**config.mk**
```make
export PLATFORM = sky130hd
export DESIGN_NAME = ipv4_vlg_tx_arb
export DESIGN_NICKNAME = d
export VERILOG_FILES = /design/src/rtl/ipv4_vlg_tx_arb.sv
export SDC_FILE = /design/constraint.sdc
export NUM_CORES = 1
export LEC_CHECK = 0
export CORE_AREA = 2 2 125 127
export DETAILED_ROUTE_END_ITERATION = 6
export DIE_AREA = 0 0 127 129
export PLACE_DENSITY = 0.79
export SETUP_SLACK_MARGIN = 0.1
export SLEW_MARGIN = 40
export SYNTH_ARGS = -nofsm -noshare
export SYNTH_HDL_FRONTEND = slang
export SYNTH_SLANG_ARGS = --single-unit
export TNS_END_PERCENT = 100
```
**constraint.sdc**
```tcl
create_clock -name clk -period 2.85 [get_ports clk]
set_input_delay 0.57 -clock clk [delete_from_list [all_inputs] [get_ports clk]]
set_output_delay 0.57 -clock clk [all_outputs]
set_load 0.05 [all_outputs]
```
**src/rtl/ipv4_vlg_tx_arb.sv**
```systemverilog
`timescale 1ns/1ps
`default_nettype none
// ============================================================================
// Module   : ipv4_vlg_tx_arb
// Purpose  : Round-robin arbiter/sequencer sharing one IPv4 TX path among N
//            protocol clients. Define IPV4_VLG_TX_ARB_PRIO_EN for strict
//            fixed priority (lowest index wins) instead of round-robin.
// Revision : 1.0 - initial release
// ============================================================================
module ipv4_vlg_tx_arb #(
    parameter int N       = 3,
    parameter int TIMEOUT = 65535
) (
    input  logic            clk,
    input  logic            rst,
    input  logic [N-1:0]    cli_pend,
    input  logic [N*32-1:0] cli_ip,
    input  logic [N*8-1:0]  cli_proto,
    input  logic [N*16-1:0] cli_len,
    input  logic [N*8-1:0]  cli_dat,
    input  logic [N-1:0]    cli_val,
    output logic [N-1:0]    cli_req,
    output logic [N-1:0]    cli_acc,
    output logic [N-1:0]    cli_done,
    output logic [N-1:0]    cli_err,
    output logic            tx_pend,
    output logic [31:0]     tx_ip,
    output logic [7:0]      tx_proto,
    output logic [15:0]     tx_len,
    input  logic            tx_req,
    output logic [7:0]      tx_dat,
    output logic            tx_val,
    input  logic            tx_busy,
    input  logic            tx_done,
    input  logic            tx_err
);

    localparam int c_IW = $clog2(N);
    localparam int c_TW = ($clog2(TIMEOUT) > 0) ? $clog2(TIMEOUT) : 1;

    typedef enum logic [1:0] {
        S_IDLE  = 2'd0,
        S_GRANT = 2'd1,
        S_XFER  = 2'd2,
        S_WAIT  = 2'd3
    } state_t;

    state_t            r_state;
    state_t            w_state_nxt;
    logic [c_IW-1:0]   r_gnt;
    logic [c_IW-1:0]   r_ptr;
    logic [c_IW-1:0]   w_win;
    logic [c_IW-1:0]   w_gnt_inc;
    logic              w_any;
    logic [15:0]       r_cnt;
    logic [c_TW-1:0]   r_tmo;
    logic [31:0]       r_ip;
    logic [7:0]        r_proto;
    logic [15:0]       r_len;
    logic [N-1:0]      r_acc;
    logic [N-1:0]      r_done;
    logic [N-1:0]      r_err;
    logic [N-1:0]      w_gnt_oh;
    logic              w_acc_set;
    logic              w_done_set;
    logic              w_err_set;
    logic              w_abort;
    logic              w_xfer;
    logic              w_last;

    logic [31:0]       w_ip_a    [N];
    logic [7:0]        w_proto_a [N];
    logic [15:0]       w_len_a   [N];
    logic [7:0]        w_dat_a   [N];

    generate
        for (genvar gi = 0; gi < N; gi++) begin : g_cli
            assign w_ip_a[gi]    = cli_ip[gi*32 +: 32];
            assign w_proto_a[gi] = cli_proto[gi*8 +: 8];
            assign w_len_a[gi]   = cli_len[gi*16 +: 16];
            assign w_dat_a[gi]   = cli_dat[gi*8 +: 8];
        end
    endgenerate

    // Winner selection among pending clients
    always_comb begin
        w_win = '0;
        w_any = 1'b0;
`ifdef IPV4_VLG_TX_ARB_PRIO_EN
        for (int k = N - 1; k >= 0; k--) begin
            if (cli_pend[k]) begin
                w_win = c_IW'(k);
                w_any = 1'b1;
            end
        end
`else
        for (int k = 0; k < N; k++) begin
            logic [c_IW:0] v_idx;
            v_idx = {1'b0, r_ptr} + (c_IW+1)'(k);
            // explicit wrap so non-power-of-two N rotates correctly
            if (v_idx >= (c_IW+1)'(N)) begin
                v_idx = v_idx - (c_IW+1)'(N);
            end
            if (!w_any && cli_pend[v_idx[c_IW-1:0]]) begin
                w_win = v_idx[c_IW-1:0];
                w_any = 1'b1;
            end
        end
`endif
    end

    assign w_xfer    = (r_state == S_XFER);
    assign w_gnt_oh  = {{(N-1){1'b0}}, 1'b1} << r_gnt;
    assign w_gnt_inc = (r_gnt == c_IW'(N - 1)) ? '0 : r_gnt + 1'b1;
    assign w_last    = tx_val && (({1'b0, r_cnt} + 17'd1) == {1'b0, r_len});
    assign w_abort   = (r_state != S_IDLE) &&
                       (tx_err || (r_tmo == c_TW'(TIMEOUT - 1)));

    assign tx_pend  = (r_state == S_GRANT);
    assign tx_ip    = r_ip;
    assign tx_proto = r_proto;
    assign tx_len   = r_len;
    assign tx_val   = w_xfer & cli_val[r_gnt];
    assign tx_dat   = w_xfer ? w_dat_a[r_gnt] : 8'd0;
    assign cli_req  = (w_xfer && tx_req) ? w_gnt_oh : '0;
    assign cli_acc  = r_acc;
    assign cli_done = r_done;
    assign cli_err  = r_err;

    always_ff @(posedge clk) begin
        if (rst) begin
            r_state <= S_IDLE;
        end else begin
            r_state <= w_state_nxt;
        end
    end

    always_comb begin
        w_state_nxt = r_state;
        w_acc_set   = 1'b0;
        w_done_set  = 1'b0;
        w_err_set   = 1'b0;
        case (r_state)
            S_IDLE: begin
                if (w_any) begin
                    w_state_nxt = S_GRANT;
                end
            end
            S_GRANT: begin
                if (tx_busy) begin
                    w_acc_set   = 1'b1;
                    w_state_nxt = (r_len == 16'd0) ? S_WAIT : S_XFER;
                end
            end
            S_XFER: begin
                if (w_last) begin
                    w_state_nxt = S_WAIT;
                end
            end
            S_WAIT: begin
                if (tx_done) begin
                    w_done_set  = 1'b1;
                    w_state_nxt = S_IDLE;
                end
            end
            default: w_state_nxt = S_IDLE;
        endcase
        // abort overrides acceptance and completion in the same cycle
        if (w_abort) begin
            w_acc_set   = 1'b0;
            w_done_set  = 1'b0;
            w_err_set   = 1'b1;
            w_state_nxt = S_IDLE;
        end
    end

    always_ff @(posedge clk) begin
        if (rst) begin
            r_gnt   <= '0;
            r_ptr   <= '0;
            r_cnt   <= 16'd0;
            r_tmo   <= '0;
            r_ip    <= 32'd0;
            r_proto <= 8'd0;
            r_len   <= 16'd0;
            r_acc   <= '0;
            r_done  <= '0;
            r_err   <= '0;
        end else begin
            if (r_state == S_IDLE && w_any) begin
                r_gnt   <= w_win;
                r_ip    <= w_ip_a[w_win];
                r_proto <= w_proto_a[w_win];
                r_len   <= w_len_a[w_win];
            end

            if (w_acc_set) begin
                r_cnt <= 16'd0;
            end else if (w_xfer && tx_val) begin
                r_cnt <= r_cnt + 16'd1;
            end

            if (w_state_nxt != r_state || r_state == S_IDLE) begin
                r_tmo <= '0;
            end else begin
                r_tmo <= r_tmo + 1'b1;
            end

            if (w_done_set || w_err_set) begin
`ifdef IPV4_VLG_TX_ARB_PRIO_EN
                r_ptr <= '0;
`else
                r_ptr <= w_gnt_inc;
`endif
            end

            r_acc  <= w_acc_set  ? w_gnt_oh : '0;
            r_done <= w_done_set ? w_gnt_oh : '0;
            r_err  <= w_err_set  ? w_gnt_oh : '0;
        end
    end

endmodule
`default_nettype wire

```
==> reports/qor.yml <==
status: "finished, final reports clean"
setup_viol: 0
cts.sinks: 103
port-buffer-count: 281
synth_seq_cells: 103
path_clk_slew_ns: 0.07
max_stage_delay_ns: 0.51
synthArstFlopShare_pct: 0
dp_hpwl_um: 14800
grt_max_degree: 114
clock-root-buffer: "clkbuf_16"
drive_above_1_share_pct: 6.55
muxShareOfSynthArea_pct: 11.0
grt_pass1_wl_um: 30100
critPathCaptureType: "flip-flop"
r2r_setup_slack_ns: 0.29
start_util_pct: 39.6
drc: 0
hold_depth: 2
worstSetupPathType: "flip-flop to flip-flop"
cpMaxStageDelayCell: "or4_1"
power.density_mw_per_mm2: 615
synth_edf_count: 0
min_period_ns: 2.56
grt_overflow: 0
synth_xor_area_share_pct: 6.65
ir_drop_uv: 323
via_per_inst: 5.21
postCtsSetupBuffers: 0
multiInputGateArea_mm2: 0.00363
drv_slew: 0
synth.top_cell.area_share_pct: 34.8
synth_area_leaders: "dfxtp_1 (35%), mux2i_1 (11%), nor2_1 (11%)"
cts_resized: 0
wl_per_cell_um: 16.1
reg2reg_from: "r_cnt[1]"
antenna_found_initial: 1
drt_first_pass_iters: 5
reg2regPathDepth: 9
relSlewSlack_pct: 59.4
synth_top_family_by_area: "simple AND/OR/NAND/NOR gates"
path_max_fanout: 16
p_leak_nw: 3.37
startpoint_type: "flip-flop"
postSynthCellCount: 750
critPathRequiredTime_ns: 3.08
ant_nets: 0
cts_made_buffers: 9
grt_pass1_vias: 5917
fmax_mhz: 390
antenna_cells: 0
ios: 282
n_fill_cell: 1336
fin_setup_tns_ns: 0
period_share_pct: 89.9
hp-class: "flip-flop to flip-flop"
dieArea_mm2: 0.0164
ys.flop_type: "dfxtp_1"
syn-cell-area_mm2: 0.00593
synth.avg_cell_area_um2: 7.90
cts.htree.levels: 3
synth_warnings: 0
critPathArrivalTime_ns: 2.80
yosys.area.top_type: "dfxtp_1"
coreArea_mm2: 0.0150
die_y_um: 129
yosysSeqAreaShare_pct: 34.8
vias: 6236
clk_path_buf_depth: 2
place_congestion: 0.867
synthSimpleGateAreaFrac_pct: 21.5
die_x_um: 127
final_util_pct: 62.3
syn-num-nets: 959
cap_violations: 0
hp-start: "r_ptr[0]"
whs_endpoint: "r_ptr[0]"
rsz0062_at_grt: "false"
ys_types: 55
dr.first_iter.drc_count: 330
synth_compound_area_share_pct: 20.1
synthAdderAreaFrac_pct: 1.39
placementRows: 45
cts_hold_buf: 0
area_growth_pct: 57.4
worstMarginPinSlew_ns: 0.608
r2r_end: "r_tmo[15]"
clk_latency_ns: 0.36
finalHoldViolCount: 0
cts_tree: "done"
wl_um: 19200
fin_nets: 1213
final-seq-area_mm2: 0.00206
cp_cell_sequence: "ha_1 -> nand3_2 -> o21a_1 -> or4_1 -> a211oi_2 -> nand4_2 -> o31ai_4 -> buf_12 -> a211oi_1"
track_usage_pct: 23.3
skew_ns: 0.00776
-- per-layer routing --
layer | share of wire, % | global-route usage [%]
met1 | 40 | 27.3
met5 | 0 | 0
met4 | 4.0 | 10.3
met2 | 50 | 40.2
met3 | 6.3 | 6.28
-- layout by cell type, fill, tap and decap left out, types with 3 or more instances in the layout --
| cell type | count |
|---|---|
| a211oi_1 | 65 |
| a211oi_2 | 9 |
| a21oi_1 | 76 |
| and3_1 | 4 |
| and4_1 | 4 |
| buf_12 | 13 |
| buf_4 | 16 |
| clkbuf_16 | 9 |
| clkdlybuf4s50_1 | 268 |
| dfxtp_1 | 103 |
| ha_1 | 5 |
| inv_1 | 12 |
| mux2i_1 | 65 |
| nand2_1 | 36 |
| nand2b_1 | 6 |
| nand3_1 | 16 |
| nand4_1 | 10 |
| nor2_1 | 168 |
| nor2b_1 | 4 |
| nor3_1 | 10 |
| nor4_1 | 7 |
| o21ai_0 | 6 |
| o21ai_1 | 3 |
| or3_1 | 4 |
| xnor2_1 | 19 |
| xor2_1 | 26 |
-- metrics by stage --
| stage | instances | hold slack (ns) | total power, mW | cell area (um2) | setup WS (ns) |
|---|---|---|---|---|---|
| 2_1_floorplan | 750 | 0.449 | 3.52 | 5930 | 0.268 |
| 3_3_place_gp | 1181 | 0.465 | 4.48 | 9040 | 0.142 |
| 3_5_place_dp | 1181 | 0.470 | 4.52 | 9040 | 0.0977 |
| 4_1_cts | 1196 | 0.481 | 5.78 | 9330 | 0.274 |
| 5_1_grt | 1196 | 0.513 | 6.03 | 9330 | 0.161 |
| 6_report | 1196 | 0.479 | 5.74 | 9330 | 0.286 |
-- cell type report --
cell class                      count  share of cell area (%)
Timing Repair Buffer              298                    32.9
Sequential cell                   103                    22.1
Clock buffer                       11                    2.49
Tap cell                          188                    2.52
Multi-Input combinational cell    579                    38.9
Inverter                           13                   0.523
Clock inverter                      4                   0.590
-- flip-flops by register name (all words and copies together) (netlist names) --
signal    cells
tx_proto      8
r_gnt         2
r_state       2
cli_acc       3
tx_len       16
r_ptr         2
cli_err       3
r_cnt        16
cli_done      3
tx_ip        32
r_tmo        16
-- worst max-delay path: cells and delay by family, from the launching register on --
| family | cells | cell delay, ns |
|---|---|---|
| AO/OA/AOI/OAI | 4 | 0.80 |
| adder cells (fa/ha/maj) | 1 | 0.25 |
| flip-flops | 1 | 0.40 |
| AND/OR/NAND/NOR | 3 | 0.78 |
| buffers and inverters | 1 | 0.19 |
-- how the worst max path moves through the flow --
stage                  to        start
5_1_grt         r_tmo[15]     r_cnt[1]
3_5_place_dp   tx_len[13]  cli_pend[0]
6_report        r_tmo[15]     r_cnt[1]
3_3_place_gp   tx_len[13]  cli_pend[0]
4_1_cts            tx_val     r_gnt[0]
2_1_floorplan  cli_req[0]   r_state[1]
-- Yosys cell counts, types with 12 or more instances --
cell	count
clkbuf_1	46
mux2i_1	65
a211oi_1	65
nand2_1	36
dfxtp_1	103
inv_1	12
nor2_1	168
nand3_1	16
a21oi_1	76
xnor2_1	19
xor2_1	26
-- cell families after synthesis --
kind of cell | Yosys count
buffers and inverters | 68
xor gates and xnor gates | 45
muxes | 65
DFF | 103
AOI/OAI and AO/OA | 178
adders and majority gates | 7
and+or+nand+nor | 284
-- report_power, final --
part           internal (mW)  total [mW]  switching [mW]  leakage (nW)
logic                   1.07        2.67            1.61          2.39
registers               1.64        1.81           0.173         0.843
clock network          0.684        1.25           0.570         0.137
Power figures use the tool's default switching activity.
